==> src/rtl/ps2_pkg.sv <==
// Shared PS/2 definitions: transmitter state encoding, keyboard command
// bytes and the host-to-device frame builder.
package ps2_pkg;

  typedef enum logic [2:0] {
    IDLE,
    INHIBIT,
    RTS,
    SHIFT,
    ACK,
    WAIT_IDLE
  } state_t;

  localparam logic [7:0] CMD_SET_LED = 8'hED;
  localparam logic [7:0] CMD_RESET   = 8'hFF;
  localparam logic [7:0] CMD_ENABLE  = 8'hF4;
  localparam logic [7:0] RSP_ACK     = 8'hFA;
  localparam logic [7:0] BREAK_CODE  = 8'hF0;

  // Bits 0..7 data (LSB first on the wire), bit 8 odd parity, bit 9 stop.
  function automatic logic [9:0] make_frame(input logic [7:0] data);
    return {1'b1, ~^data, data};
  endfunction

endpackage

==> src/rtl/ps2_sync.sv <==
// Synchroniser for the raw PS/2 lines: 3-flop clock chain with falling-edge
// detect and 2-flop data chain. Also usable by the keyboard receiver.
module ps2_sync (
  input  logic clk,
  input  logic rst_n,
  input  logic i_ps2_clk,
  input  logic i_ps2_data,
  output logic o_clk_s,
  output logic o_data_s,
  output logic o_neg_edge
);

  logic [2:0] r_clk;
  logic [1:0] r_data;

  // Reset to the idle-high line level so no false edge appears after reset.
  always_ff @(posedge clk or negedge rst_n) begin
    if (!rst_n) begin
      r_clk  <= '1;
      r_data <= '1;
    end else begin
      r_clk  <= {r_clk[1:0], i_ps2_clk};
      r_data <= {r_data[0], i_ps2_data};
    end
  end

  assign o_clk_s    = r_clk[1];
  assign o_data_s   = r_data[1];
  assign o_neg_edge = ~r_clk[1] & r_clk[2];

endmodule

==> src/rtl/ps2_host_tx.sv <==
// PS/2 host-to-device transmitter: inhibit, request-to-send, 10-bit shift
// on device clock falling edges, ACK sample, then wait for bus idle.
module ps2_host_tx
  import ps2_pkg::*;
#(
  parameter int unsigned INHIBIT_CYC = 6000,
  parameter int unsigned RTS_CYC     = 100,
  parameter int unsigned TIMEOUT_CYC = 750000
) (
  input  logic       clk,
  input  logic       rst_n,
  input  logic       ps2k_clk,
  input  logic       ps2k_data,
  input  logic       tx_valid,
  input  logic [7:0] tx_data,
  output logic       tx_ready,
  output logic       ps2k_clk_oe,
  output logic       ps2k_data_oe,
  output logic       busy,
  output logic       tx_done,
  output logic       tx_ack_ok,
  output logic       tx_err
);

  localparam logic [19:0] L_INH_LAST = 20'(INHIBIT_CYC - 1);
  localparam logic [19:0] L_RTS_LAST = 20'(RTS_CYC - 1);
  localparam logic [19:0] L_TO_LAST  = 20'(TIMEOUT_CYC - 1);

  state_t      r_state, w_state_nxt;
  logic [9:0]  r_frame, w_frame_nxt;
  logic [3:0]  r_idx, w_idx_nxt;
  logic [19:0] r_cnt, w_cnt_nxt;
  logic        r_data_oe, w_data_oe_nxt;
  logic        r_ack_ok, w_ack_ok_nxt;
  logic        r_done, w_done_nxt;
  logic        r_err, w_err_nxt;

  logic        w_clk_s, w_data_s, w_neg_edge;
  logic [19:0] w_cnt_inc;
  logic        w_timeout;

  ps2_sync u_sync (
    .clk        (clk),
    .rst_n      (rst_n),
    .i_ps2_clk  (ps2k_clk),
    .i_ps2_data (ps2k_data),
    .o_clk_s    (w_clk_s),
    .o_data_s   (w_data_s),
    .o_neg_edge (w_neg_edge)
  );

  // Saturating so a stuck bus can never wrap back below the timeout limit.
  assign w_cnt_inc = (r_cnt == '1) ? r_cnt : r_cnt + 20'd1;
  assign w_timeout = (r_cnt >= L_TO_LAST);

  always_comb begin
    w_state_nxt   = r_state;
    w_frame_nxt   = r_frame;
    w_idx_nxt     = r_idx;
    w_cnt_nxt     = r_cnt;
    w_data_oe_nxt = r_data_oe;
    w_ack_ok_nxt  = r_ack_ok;
    w_done_nxt    = 1'b0;
    w_err_nxt     = 1'b0;

    case (r_state)
      IDLE: begin
        w_data_oe_nxt = 1'b0;
        if (tx_valid) begin
          w_state_nxt  = INHIBIT;
          w_frame_nxt  = make_frame(tx_data);
          w_idx_nxt    = '0;
          w_cnt_nxt    = '0;
          w_ack_ok_nxt = 1'b0;
        end
      end

      INHIBIT: begin
        if (r_cnt == L_INH_LAST) begin
          w_state_nxt   = RTS;
          w_cnt_nxt     = '0;
          w_data_oe_nxt = 1'b1;
        end else begin
          w_cnt_nxt = w_cnt_inc;
        end
      end

      RTS: begin
        if (r_cnt == L_RTS_LAST) begin
          w_state_nxt = SHIFT;
          w_cnt_nxt   = '0;
        end else begin
          w_cnt_nxt = w_cnt_inc;
        end
      end

      SHIFT: begin
        if (w_neg_edge) begin
          w_data_oe_nxt = ~r_frame[r_idx];
          w_idx_nxt     = r_idx + 4'd1;
          w_cnt_nxt     = '0;
          if (r_idx == 4'd9) w_state_nxt = ACK;
        end else if (w_timeout) begin
          w_state_nxt   = IDLE;
          w_data_oe_nxt = 1'b0;
          w_ack_ok_nxt  = 1'b0;
          w_cnt_nxt     = '0;
          w_err_nxt     = 1'b1;
        end else begin
          w_cnt_nxt = w_cnt_inc;
        end
      end

      ACK: begin
        if (w_neg_edge) begin
          w_ack_ok_nxt = ~w_data_s;
          w_cnt_nxt    = '0;
          w_state_nxt  = WAIT_IDLE;
        end else if (w_timeout) begin
          w_state_nxt   = IDLE;
          w_data_oe_nxt = 1'b0;
          w_ack_ok_nxt  = 1'b0;
          w_cnt_nxt     = '0;
          w_err_nxt     = 1'b1;
        end else begin
          w_cnt_nxt = w_cnt_inc;
        end
      end

      WAIT_IDLE: begin
        if (w_clk_s && w_data_s) begin
          w_state_nxt = IDLE;
          w_cnt_nxt   = '0;
          w_done_nxt  = 1'b1;
        end else if (w_timeout) begin
          w_state_nxt   = IDLE;
          w_data_oe_nxt = 1'b0;
          w_ack_ok_nxt  = 1'b0;
          w_cnt_nxt     = '0;
          w_err_nxt     = 1'b1;
        end else begin
          w_cnt_nxt = w_cnt_inc;
        end
      end

      default: begin
        w_state_nxt   = IDLE;
        w_data_oe_nxt = 1'b0;
        w_cnt_nxt     = '0;
      end
    endcase
  end

  always_ff @(posedge clk or negedge rst_n) begin
    if (!rst_n) begin
      r_state   <= IDLE;
      r_frame   <= '0;
      r_idx     <= '0;
      r_cnt     <= '0;
      r_data_oe <= 1'b0;
      r_ack_ok  <= 1'b0;
      r_done    <= 1'b0;
      r_err     <= 1'b0;
    end else begin
      r_state   <= w_state_nxt;
      r_frame   <= w_frame_nxt;
      r_idx     <= w_idx_nxt;
      r_cnt     <= w_cnt_nxt;
      r_data_oe <= w_data_oe_nxt;
      r_ack_ok  <= w_ack_ok_nxt;
      r_done    <= w_done_nxt;
      r_err     <= w_err_nxt;
    end
  end

  // Clock enable decodes straight from the state register so an async reset
  // releases the line without waiting for a clock edge.
  assign ps2k_clk_oe  = (r_state == INHIBIT) || (r_state == RTS);
  assign ps2k_data_oe = r_data_oe;
  assign tx_ready     = (r_state == IDLE);
  assign busy         = (r_state != IDLE);
  assign tx_done      = r_done;
  assign tx_err       = r_err;
  assign tx_ack_ok    = r_ack_ok;

endmodule

==> config.mk <==
export PLATFORM = sky130hd
export DESIGN_NAME = ps2_host_tx
export DESIGN_NICKNAME = d
export VERILOG_FILES = /design/src/rtl/ps2_pkg.sv /design/src/rtl/ps2_sync.sv /design/src/rtl/ps2_host_tx.sv
export SDC_FILE = /design/constraint.sdc
export NUM_CORES = 1
export LEC_CHECK = 0
export ABC_CLOCK_PERIOD_IN_PS = 5450
export CORE_MARGIN = 5
export CORE_UTILIZATION = 43
export DETAILED_ROUTE_END_ITERATION = 8
export DONT_BUFFER_PORTS = 1
export PLACE_DENSITY = 0.59
export SYNTH_ARGS = -nofsm -noshare
export SYNTH_HDL_FRONTEND = slang
export SYNTH_SLANG_ARGS = --single-unit
export TNS_END_PERCENT = 10
==> constraint.sdc <==
create_clock -name clk -period 5.45 [get_ports clk]
set_input_delay 1.09 -clock clk [delete_from_list [all_inputs] [get_ports clk]]
set_output_delay 1.09 -clock clk [all_outputs]
set_load 0.02 [all_outputs]
# == Yosys cells after proc, flatten, opt, wreduce, memory -nomap -nowiden ==
# Cells that the tools add are included.
# classes
n_addsub,2
order_cmp,2
eq_ne,17
n_mux,40
n_bitwise,5
reduce_logical,13
# ops
cell,count
2-to-1 mux 20 bit,7
case mux 20 bit (5 select lines),1
2-to-1 mux 3 bit,8
adder 20 x 1 -> 20 bit (second input constant),1
== test 20 x 13 -> 1 bit (second input constant),1
== test 20 bit (second input constant),1
== test 20 x 7 -> 1 bit (second input constant),1
>= comparator 20 bit (second input constant),1
case mux 3 bit (6 select lines),1
2-to-1 mux 1 bit,16
inequality test 2 bit (second input constant),6
AND reduction 4 bit,3
2-to-1 mux 4 bit,2
case mux 4 bit (2 select lines),1
XNOR reduction 8 bit,1
== test 3 x 2 -> 1 bit (second input constant),2
== test 3 bit (second input constant),2
less-than comparator 4 x 5 -> 1 bit (second input constant),1
case mux 1 bit (5 select lines),1
adder 4 x 1 -> 4 bit (second input constant),1
binary-select mux 1 bit (select 4 bit),1
== test 4 bit (second input constant),1
NOT 1 bit,4
case mux 1 bit (4 select lines),1
14 further kinds,14
# word_totals
ff_bits,46
in_bits,13

# == Depth between registers and ports, before layout ==
# Gate-level depths: netlist of run 1.
# depth
word_depth,5
depth_mapped,8
depth_no_buf,7

# == Hierarchy ==
# Synthesis of run 1 repeated with hierarchy kept, for this count alone.
# hier_totals
cells_unflattened,279
hier_area_um2,2676.3
# modules_own_cells
module,instances,cells_each,area_each_um2,seq_area_each_um2
ps2_host_tx,1,273,2531.2,1026.0
ps2_sync,1,6,145.1,131.4

# == Worst setup path before layout of run 1 ==
# Ideal clock, no wire load.
# synth_path
kind,register -> output
from,reg r_state[2]
to,out busy
arrival_time_ps,1454
setup_slack_ps,2906
path_stages_with_launch,4
path_buffers,1
cell_sequence,dfrtp_1 > buf_2 > nor3_1 > inv_1
# synth_via
elab_chain_len,1
# synth_rtl
item,line_no,text
from (decl),ps2_host_tx.sv:29,"state_t r_state, w_state_nxt;"
from (signal assigned),ps2_host_tx.sv:165,r_state <= w_state_nxt;
nonzero test 3 bit,ps2_host_tx.sv:181,assign busy = (r_state != IDLE);
to (decl),ps2_host_tx.sv:19,"output logic busy,"
# No other way between the ends.

# == Final worst setup path of run 1 ==
# layout_path
from,reg r_state[1]
to,out busy
# The elaborated chain is that of the path after synthesis.

==> results of run 1 <==
[sequential cells by signal (all words and copies together), names as in the netlist]
signal	flops
r_state	3
u_sync.r_clk	3
ps2k_data_oe	1
u_sync.r_data	2
r_idx	4
tx_err	1
tx_ack_ok	1
tx_done	1
r_cnt	20
r_frame	10
[routing by layer]
layer  share of wire  up-vias
met5               0        -
met4           0.027        0
met3           0.040       18
met2            0.46       49
met1            0.47      882
li1                -      945
[worst max-delay path: stages (launching register included)]
cell	delay [ns]
dfrtp_1	0.51
nor3_1	0.79
inv_1	0.29
[metrics by stage]
| step | setup slack, ns | power, uW | utilization |
|---|---|---|---|
| after floorplan | 2.91 | 834 | - |
| after global placement | 2.74 | 894 | 0.442 |
| after detailed placement | 2.68 | 900 | 0.442 |
| after CTS | 2.45 | 1130 | 0.459 |
| after global routing | 2.27 | 1210 | 0.459 |
| final | 2.47 | 1110 | 0.459 |
[power by group through the flow]
| stage | logic (uW) | registers [uW] | clock network (uW) |
|---|---|---|---|
| 2_1_floorplan | 388 | 446 | 0 |
| 3_3_place_gp | 408 | 487 | 0 |
| 3_5_place_dp | 412 | 488 | 0 |
| 4_1_cts | 413 | 482 | 231 |
| 5_1_grt | 470 | 493 | 246 |
| 6_report | 405 | 480 | 221 |
[area by class of cell]
| class | count | area (sq um) |
|---|---|---|
| clock buffers | 6 | 82.6 |
| clock inverters | 2 | 12.5 |
| fillers | 561 | 3170 |
| inverters | 4 | 15.0 |
| multi-input cells | 212 | 1320 |
| flip-flops and latches | 46 | 1160 |
| well taps | 75 | 93.8 |
[worst paths after layout]
kind | end | slack (ns) | depth (start not counted)
hold / removal | u_sync.r_data[1]$_DFF_PN1_ | 0.36 | 0
setup reg to reg | r_cnt[3]$_DFFE_PN0N_ | 3.13 | 5
min in group asynchronous | r_cnt[12]$_DFFE_PN0N_ | 0.47 | 0
max in group asynchronous | u_sync.r_data[1]$_DFF_PN1_ | 4.79 | 0
hold reg to reg | u_sync.r_data[1]$_DFF_PN1_ | 0.36 | 0
setup / recovery | busy | 2.47 | 2
[logic make-up (layout without fill, tap and decap cells)]
kind of cell	after synthesis	in the layout
AO/OA/AOI/OAI	43	43
XOR/XNOR	23	23
adder cells (fa/ha/maj)	3	3
buffers and inverters	14	12
flip-flops	46	46
multiplexers	5	5
AND/OR/NAND/NOR	138	138
[layout by cell type, fill, tap and decap left out, types with 5 or more instances in the layout]
| master | count |
|---|---|
| a21oi_1 | 9 |
| and3_1 | 5 |
| clkbuf_8 | 6 |
| dfrtp_1 | 41 |
| dfstp_2 | 5 |
| nand2_1 | 41 |
| nand2b_1 | 8 |
| nand3_1 | 16 |
| nand4_1 | 7 |
| nor2_1 | 34 |
| nor2b_1 | 5 |
| nor3_1 | 6 |
| o21ai_0 | 10 |
| xnor2_1 | 11 |
| xor2_1 | 12 |
==> impl_metrics.yaml, run 1 <==
worst_setup_path:
  critPathMaxFanout: 11
  worstReg2RegStart: "r_state[1]$_DFFE_PN0P_"
  worst_setup_path_end_kind: "primary output"
  crit_arrival_ns: 1.89
  crit_required_ns: 4.36
  worst_setup_path_start_kind: "flop"
  cp-startpoint: "r_state[1]$_DFFE_PN0P_"
  critical_path_class: "flop to primary output"
drt:
  drtAntennaViolNets: 0
  drc_errors: 0
  vias: 1894
  wirelength_um: 5060
  drtIter0Drc: 88
  dr.pass1.iters: 4
  routedWlPerCell_um: 14.7
  viasPerCell: 5.49
placement:
  dpl.hpwl_um: 3660
  placed_area_sq_um: 2590
  port_buffers: 0
  gp_congestion: 0.794
  placed_cells: 337
global_routing:
  grt_max_degree: 47
  use_met1: 0.196
  grt_pass1_vias: 1930
  grt_pass1_wl_um: 9000
  grt_util_met2: 0.240
  grtUsageMet3: 0.0331
  antenna_found_initial: 0
  grt-ovfl-total: 0
  track_usage: 0.149
  grt-busiest-layer: "met2"
synthesis:
  ys_types: 50
  ys_seq_area_frac: 0.454
  ys.flop_type: "dfrtp_1"
  synth_cells: 272
  synthAdderAreaFrac: 0.0147
  synth_top_family_by_area: "simple AND/OR/NAND/NOR gates"
  ys_ff_latch: 46
  synth_area_leaders: "dfrtp_1 40%, nand2_1 6.0%, dfstp_2 5.2%"
  yosysWarnings: 0
  synth_area_leader_cell: "dfrtp_1"
  ys_async_sr_fraction: 1.00
  synth_top_area_share: 0.403
  synth_mux_area_frac: 0.0295
  syn_avg_cell_area_sq_um: 9.37
  synth-compound-area-share: 0.124
  synth_top_cells_by_count: "41 x dfrtp_1, 41 x nand2_1, 34 x nor2_1"
  synth-simple-area-share: 0.272
  syn_nets: 288
  synth_area_sq_um: 2550
  synth-xor-area-share: 0.0791
  synth-edff-count: 0
floorplanning:
  initial_core_util: 0.435
  core_sq_um: 5850
  chipWidth_um: 87.0
  die-area_sq_um: 7560
  die_h_um: 87.0
  row_count: 28
  ios: 20
clock_tree:
  cts_max_level: 2
  max-clock-path-buffers: 2
  clk_pin_slew_worst_paths_ns: 0.09
  cts_sinks: 46
  hold_buffers: 0
  cts_tree: "done"
  ctsResizeCount: 0
  insertion_delay_ns: 0.30
  postCtsSetupBuffers: 0
  cts_buffers: 5
  root_buffer: "clkbuf_8"
sta:
  period_share: 0.546
  hold_ws_ns: 0.360
  max_freq_ghz: 0.336
  hold_viol: 0
  setup_viol: 0
  finalMaxSlewViolations: 0
  rsz0062_at_grt: "no"
  fin_crit_ns: 2.98
  fin_skew_ns: 0.00364
  worst_pin_slew_ns: 0.931
  slew_headroom: 0.374
  fin_tns_setup_ns: 0
power_and_ir_drop:
  pwr_density_cell_nw_per_um2: 412
  swShare: 0.400
  peakVddDrop_mv: 0.259
  p_switching_uw: 442
  p_int_uw: 664
  pwr-share-comb: 0.366
  pwr-share-clk: 0.200
  seq_power_share: 0.434
  power_leakage_uw: 0.00115
final_layout:
  diodes: 0
  stdcell_count: 345
  fin_nets: 285
  area_delta_synth_final_pct: 5.35
  drive_gt1_frac: 0.0889
  final_cell_area_sq_um: 2680
job:
  maxCapViolCount: 0
hold_path:
  hold_path.class: "flop to flop"
  min_from: "u_sync.r_data[0]$_DFF_PN1_"
outcome:
  status: "complete, no violations"
No activity file was read; power rests on OpenSTA's default activity.
==> run 2, diff against run 1 <==
--- a/config.mk
+++ b/config.mk
@@ -5,12 +5,12 @@
 export SDC_FILE = /design/constraint.sdc
 export NUM_CORES = 1
 export LEC_CHECK = 0
-export ABC_CLOCK_PERIOD_IN_PS = 5450
+export ABC_CLOCK_PERIOD_IN_PS = 2600
 export CORE_MARGIN = 5
 export CORE_UTILIZATION = 43
 export DETAILED_ROUTE_END_ITERATION = 8
 export DONT_BUFFER_PORTS = 1
-export PLACE_DENSITY = 0.59
+export PLACE_DENSITY = 0.61
 export SYNTH_ARGS = -nofsm -noshare
 export SYNTH_HDL_FRONTEND = slang
 export SYNTH_SLANG_ARGS = --single-unit
==> constraint.sdc (replaced) <==
create_clock -name clk -period 2.6 [get_ports clk]
set_input_delay 0.52 -clock clk [delete_from_list [all_inputs] [get_ports clk]]
set_output_delay 0.52 -clock clk [all_outputs]
set_load 0.02 [all_outputs]
==> run 2 against run 1 <==
Effect of this change: critical endpoint is now r_cnt[8]$_DFFE_PN0N_; largest power group unchanged; critical path depth up 5; critical path type is now flop to flop; clock power up 150%; non-clock buffer count increased by 4.
==> impl_metrics.yaml, run 2 (synthesis gave the netlist of run 1 again) <==
drt:
  routedWlPerCell_um: 14.5
  drtIter0Drc: 128
  viasPerCell: 5.58
  wirelength_um: 5070
  drc_errors: 0
  drtAntennaViolNets: 0
  vias: 1946
  dr.pass1.iters: 4
clock_tree:
  max-clock-path-buffers: 2
  cts_buffers: 5
  root_buffer: "clkbuf_8"
  cts_sinks: 46
  insertion_delay_ns: 0.29
  cts_tree: "done"
  cts_max_level: 2
  clk_pin_slew_worst_paths_ns: 0.09
power_and_ir_drop:
  seq_power_share: 0.412
  swShare: 0.382
  peakVddDrop_mv: 0.775
  power_leakage_uw: 0.00119
  p_int_uw: 1510
  pwr-share-clk: 0.224
  pwr_density_cell_nw_per_um2: 889
  finalPower_uw: 2440
  p_switching_uw: 932
  pwr-share-comb: 0.364
placement:
  port_buffers: 0
  gp_congestion: 0.793
  dpl.hpwl_um: 3640
  dp_slack_ns: 0.279
final_layout:
  drive_gt1_frac: 0.0985
  reg.largest.list: "r_cnt x20, r_frame x10, r_idx x4"
  diodes: 0
  final_cell_mix: "41 x nand2_1, 41 x dfrtp_1, 34 x nor2_1, 16 x nand3_1, 12 x xor2_1"
  area_delta_synth_final_pct: 7.86
  top_register: "r_cnt"
  largest_reg_flops: 20
  fin_nets: 289
worst_setup_path:
  worstReg2RegStart: "r_cnt[0]$_DFFE_PN0N_"
  critPathMaxFanout: 15
  worst_setup_path_start_kind: "flop"
  critPathTopFamily: "simple AND/OR/NAND/NOR gates"
  crit_arrival_ns: 2.47
  path_cells: "ha_1 -> nor4b_2 -> nand4_1 -> o41ai_4 -> o211ai_4 -> nor2_4 -> nor2_1"
  reg2reg_slack_ns: 0.29
  critical_path_class: "flop to flop"
  worst_setup_path_end_kind: "flop"
  crit_required_ns: 2.77
  cp_slowest_cell: "o41ai_4"
  cp_slowest_stage_delay_ns: 0.46
  cp-startpoint: "r_cnt[0]$_DFFE_PN0N_"
  cp_num_buf_inv: 0
floorplanning:
  die_h_um: 87.0
  core_sq_um: 5850
  row_count: 28
  initial_core_util: 0.435
  die-area_sq_um: 7560
  ios: 20
  chipWidth_um: 87.0
sta:
  max_freq_ghz: 0.433
  hold_ws_ns: 0.0582
  fin_tns_setup_ns: 0
  setup_viol: 0
  hold_viol: 0
  final.setup.worst_slack_ns: 0.291
  finalMaxSlewViolations: 0
  fin_crit_ns: 2.31
  fin_skew_ns: 0.00712
  slew_headroom: 0.375
  worst_pin_slew_ns: 0.937
  period_share: 0.888
  rsz0062_at_grt: "no"
global_routing:
  grt_pass1_vias: 1949
  grt-ovfl-total: 0
  grt_max_degree: 42
  grt_pass1_wl_um: 8910
  track_usage: 0.148
  antenna_found_initial: 0
job:
  maxCapViolCount: 0
hold_path:
  hold_path.class: "input pin to async pin"
outcome:
  status: "complete, no violations"
-- run 2: cell types whose count changed in the layout (fill, tap and decap cells not counted) --
cell,delta
buf_12,+1
buf_4,+3
bufinv_16,+1
clkbuf_1,+1
clkinv_2,-1
clkinvlp_4,-1
-- run 2: per-stage QoR --
| stage | area (sq um) | instances | utilization |
|---|---|---|---|
| global route | 2750 | 349 | 0.470 |
| finish | 2750 | 349 | 0.470 |
| CTS | 2750 | 349 | 0.470 |
| global placement | 2610 | 340 | 0.446 |
| detailed placement | 2610 | 340 | 0.446 |
| floorplan | 2550 | 272 | - |
-- run 2: worst paths after layout --
kind / end / depth (start not counted)
min: u_sync.r_clk[0]$_DFF_PN1_ / 0
min reg2reg: u_sync.r_data[1]$_DFF_PN1_ / 0
max: r_cnt[8]$_DFFE_PN0N_ / 7
max reg2reg: r_cnt[8]$_DFFE_PN0N_ / 7
max in group asynchronous: r_frame[5]$_DFFE_PN0P_ / 1
min in group clk: u_sync.r_clk[0]$_DFF_PN1_ / 0
-- run 2: power groups by stage --
| stage | clock network, uW | logic, uW | registers (uW) |
|---|---|---|---|
| global placement | 0 | 866 | 1020 |
| floorplan | 0 | 814 | 934 |
| detailed placement | 0 | 884 | 1020 |
| CTS | 568 | 904 | 1010 |
| global route | 598 | 1000 | 1030 |
| finish | 547 | 889 | 1010 |
-- run 2: metal layers --
layer,up-vias,share of wire,track usage
met5,-,0,0
met4,0,0.016,0.0567
met3,6,0.041,0.0378
met2,41,0.48,0.248
met1,945,0.46,0.181
li1,954,-,-
-- run 2: timing repair --
action | CTS | global route
buffers inserted | 0 | 0
endpoints found under the hold margin | 41 | 0
hold buffers | 1 | 0
gates resized for setup | 0 | 0
-- run 2: layout make-up --
type / count / area [sq um]
multi-input combinational: 212 / 1320
tap: 75 / 93.8
inverter: 4 / 15.0
sequential: 46 / 1160
timing repair buffer: 4 / 42.5
clock inverter: 1 / 30.0
clock buffer: 7 / 86.3
fill: 566 / 3100
==> RTL change 1, RTL diff (settings of run 1) <==
One comparison of `r_idx` changes from == to >=.
--- a/src/rtl/ps2_host_tx.sv
+++ b/src/rtl/ps2_host_tx.sv
@@ -100,5 +100,5 @@
           w_idx_nxt     = r_idx + 4'd1;
           w_cnt_nxt     = '0;
-          if (r_idx == 4'd9) w_state_nxt = ACK;
+          if (r_idx >= 4'd9) w_state_nxt = ACK;
         end else if (w_timeout) begin
           w_state_nxt   = IDLE;
Function: no difference found for any inputs over 10 cycles, from zero or initial values and one cycle with rst_n low; that may be too few to reach the edited logic, so the function may still have changed.
==> RTL change 1 against run 1 <==
- wire length is 19% higher
- area after synthesis rose by 6.3%
- via count rose by 17%
- clock skew grew 0.0036 ns
- sequential cell count unchanged
- worst setup slack got worse by 0.25 ns
- cell area up 4.4%
- total power rose by 22%
==> RTL change 1: results (changes against run 1) <==
* Wire length per cell at 16.0 µm (was 14.7 µm)
* Post-Layout Cell Count at 375 (was 345)
* Deepest clock path buffer count at 2 (unchanged)
* Drt pass-1 iters at 5 (was 4)
* Clk_lat worst skew at 0.30 ns (about the same)
* Layout cells sized above 1 at 0.0906 (was 0.0889)
* Layout Skew at 0.00722 ns (was 0.00364 ns)
* Cells after synthesis at 304 (was 272)
* Register area share after synthesis at 0.427 (was 0.454)
* Root Driver: clkbuf_8 (unchanged)
* Worst slew margin at 0.276 (was 0.374)
* Yosys warns at 0 (unchanged)
* First-pass GRT wire length at 10300 µm (was 9000 µm)
* Hold Path Class: flop to flop (unchanged)
* Ys async rst share at 1.00 (unchanged)
* N_diodes at 0 (unchanged)
* Initial drt markers at 221 (was 88)
* Routability congestion estimate from global placement at 0.783 (was 0.794)
* Pre-CTS setup slack at 2.53 ns (was 2.68 ns)
* Initial antenna violation count at 0 (unchanged)
* DP Wirelength at 4320 µm (was 3660 µm)
* CTS Buf Count at 5 (unchanged)
* Via/cell ratio at 5.89 (was 5.49)
* Outcome: completed (unchanged)
* # Post-CTS Setup Buffers at 0 (unchanged)
* Count of cell types in the netlist at 56 (was 50)
* Crit path max fanout at 18 (was 11)
* Leak at 0.00113 µW (was 0.00115 µW)
* Cell total after placement at 367 (was 337)
* Largest net degree at the start of global routing at 47 (unchanged)
* H-tree depth at 2 (unchanged)
* PostCTS Resize Cnt at 0 (unchanged)
* Post-synth net total at 321 (was 288)
* Max VDD drop at 236 µV (was 259 µV)
* Top flop regs: r_cnt: 20 flops, r_frame: 10 flops, r_idx: 4 flops (unchanged)
* Area contributors post-synth: dfrtp_1 (38%), nand2_1 (6.5%), dfstp_2 (4.9%) (was dfrtp_1 (40%), nand2_1 (6.0%), dfstp_2 (5.2%))
* PortBufs at 0 (unchanged)
* Clock transition at path regs at 0.09 ns (about the same)
* Main synth FF type: dfrtp_1 (unchanged)
* Most instantiated cells after synthesis: nand2_1 (47), dfrtp_1 (41), nor2_1 (28) (was dfrtp_1 (41), nand2_1 (41), nor2_1 (34))
* Crit path DAT at 2.13 ns (was 1.89 ns)
* Fill count at 609 (was 561)
* Vias in the first global route at 2123 (was 1930)
* Total global-route track usage at 0.164 (was 0.149)
* Final net count at 314 (was 285)
==> RTL change 1: layout make-up <==
class                   instances  area, µm²  share of cell area
flip-flops and latches         46       1160               0.413
inverters                      10       37.5              0.0134
clock buffers                   5       68.8              0.0246
well taps                      77       96.3              0.0344
clock inverters                 3       21.3             0.00759
multi-input cells             234       1420               0.507
==> RTL change 1: metal layers <==
metal / vias to the layer above / share of wire / GRT usage / wire length (µm)
met5: - / 0 / 0 / 0
met4: 0 / 0.0065 / 0.0392 / 39
met3: 4 / 0.054 / 0.0424 / 323
met2: 67 / 0.44 / 0.243 / 2660
met1: 1051 / 0.50 / 0.238 / 2980
li1: 1088 / - / - / -
==> RTL change 1: worst paths after layout <==
path                                       start                to  slack, ns  depth (start not counted)
worst min register to register  u_sync.r_data[0]  u_sync.r_data[1]       0.36                          0
worst max register to register        r_state[0]        r_state[0]       2.55                          4
max in group asynchronous                  rst_n   u_sync.r_clk[1]       4.79                          0
worst min-delay path            u_sync.r_data[0]  u_sync.r_data[1]       0.36                          0
worst max-delay path                  r_state[0]              busy       2.23                          2
min in group asynchronous                  rst_n         r_cnt[18]       0.47                          0
==> RTL change 1: stage by stage <==
stage,utilization,area [µm²]
after floorplan,-,2710
after global placement,0.435,2710
after detailed placement,0.435,2710
after CTS,0.449,2800
after global routing,0.449,2800
final,0.449,2800
==> RTL change 1: worst max-delay path, stage by stage, from the launching register on <==
cell     delay [ns]
dfrtp_1        0.57
nor3_1         0.90
inv_1          0.36
==> RTL change 1: power breakdown <==
group | switching (µW) | internal (µW)
Combinational | 332 | 241
Sequential | 131 | 431
Clock | 122 | 90.3
Total | 584 | 763
==> RTL change 1: kinds of logic (layout without fill, tap and decap cells) <==
kind of cell,Yosys count,after routing,share of synthesized area
AND/OR/NAND/NOR,134,134,0.235
AO/OA/AOI/OAI,80,80,0.212
flip-flops,46,46,0.427
buffers and inverters,24,18,0.0476
XOR/XNOR,11,11,0.0356
multiplexers,5,5,0.0240
adder cells (fa/ha/maj),4,4,0.0185
==> RTL change 2, RTL diff (flow settings as in run 1) <==
Without the edit above. `TIMEOUT_CYC`: 750000 -> 562500.
--- a/src/rtl/ps2_host_tx.sv
+++ b/src/rtl/ps2_host_tx.sv
@@ -6,5 +6,5 @@
   parameter int unsigned INHIBIT_CYC = 6000,
   parameter int unsigned RTS_CYC     = 100,
-  parameter int unsigned TIMEOUT_CYC = 750000
+  parameter int unsigned TIMEOUT_CYC = 562500
 ) (
   input  logic       clk,
Check against the original RTL: same outputs for any inputs over 10 cycles, from zero or initial values and one cycle with rst_n low; that may be too few to reach the edited logic, so the function may still have changed.
==> RTL change 2 against run 1 <==
- hold slack improved by 0.0017 ns
- final cell count grew 3.5%
- wire length is 11% higher
- worst setup slack got worse by 0.013 ns
- synthesized cell count up 6.6%
- clock skew rose by 0.0047 ns
- register-to-register slack lost 0.48 ns
- area after synthesis up 3.6%
- die area rose by 3.2%
- sequential cell count stayed put
- cell area is 2.4% higher
- largest cell class unchanged
Power is not compared: it rests on default switching activity, and its combinational part moved more than twofold at a synthesized area within 25%.
==> RTL change 2: results (changes against run 1) <==
* Multi-input gates at 224 (was 212)
* Cell total after placement at 349 (was 337)
* DP Wirelength at 3920 µm (was 3660 µm)
* Most instantiated cells after synthesis: nand2_1 (50), dfrtp_1 (41), nor2_1 (22) (was dfrtp_1 (41), nand2_1 (41), nor2_1 (34))
* Fill count at 591 (was 561)
* Wire length per cell at 15.7 µm (was 14.7 µm)
* Final WS setup at 2.46 ns (was 2.47 ns)
* First-pass GRT wire length at 9670 µm (was 9000 µm)
* Outcome: completed (unchanged)
* Routability congestion estimate from global placement at 0.855 (was 0.794)
* Min Hold Slack at 0.361 ns (was 0.360 ns)
* GR Util met3 at 0.0391 (was 0.0331)
* Total Power at 615 µW
* Final net count at 297 (was 285)
* Post-synth net total at 306 (was 288)
* Met1 Usage GRT at 0.215 (was 0.196)
* Reg2reg end: r_cnt[19] (was r_cnt[3])
* Met2 WL post-DR at 2580 µm (was 2330 µm)
* Pre-CTS setup slack at 2.60 ns (was 2.68 ns)
* Metal3 WL at 205 µm (was 202 µm)
* Area contributors post-synth: dfrtp_1 (39%), nand2_1 (7.1%), dfstp_2 (5.0%) (was dfrtp_1 (40%), nand2_1 (6.0%), dfstp_2 (5.2%))
* Layout Skew at 0.00835 ns (was 0.00364 ns)
* Register area share after synthesis at 0.439 (was 0.454)
* Count of cell types in the netlist at 54 (was 50)
* Worst slew margin at 0.374 (about the same)
* P&R area growth vs syn at 4.13% (was 5.35%)
* GR Layer Usage met2 at 0.249 (was 0.240)
* Placed inst area at 2640 µm² (was 2590 µm²)
* Initial drt markers at 124 (was 88)
[RTL change 2: worst min-delay path by stage]
stage	from	end	depth (start not counted)
2_1_floorplan	u_sync.r_clk[0]	u_sync.r_clk[1]	0
3_3_place_gp	u_sync.r_data[0]	u_sync.r_data[1]	0
3_5_place_dp	u_sync.r_data[0]	u_sync.r_data[1]	0
4_1_cts	u_sync.r_data[0]	u_sync.r_data[1]	0
5_1_grt	u_sync.r_data[0]	u_sync.r_data[1]	0
6_report	u_sync.r_data[0]	u_sync.r_data[1]	0
[RTL change 2: cells by family (layout without fill, tap and decap cells)]
| family | Yosys count | in the layout | synth area share |
|---|---|---|---|
| buffers and inverters | 20 | 12 | 0.0417 |
| adder cells (fa/ha/maj) | 3 | 3 | 0.0142 |
| multiplexers | 5 | 5 | 0.0284 |
| AO/OA/AOI/OAI | 68 | 68 | 0.170 |
| flip-flops | 46 | 46 | 0.439 |
| AND/OR/NAND/NOR | 135 | 135 | 0.264 |
| XOR/XNOR | 13 | 13 | 0.0431 |
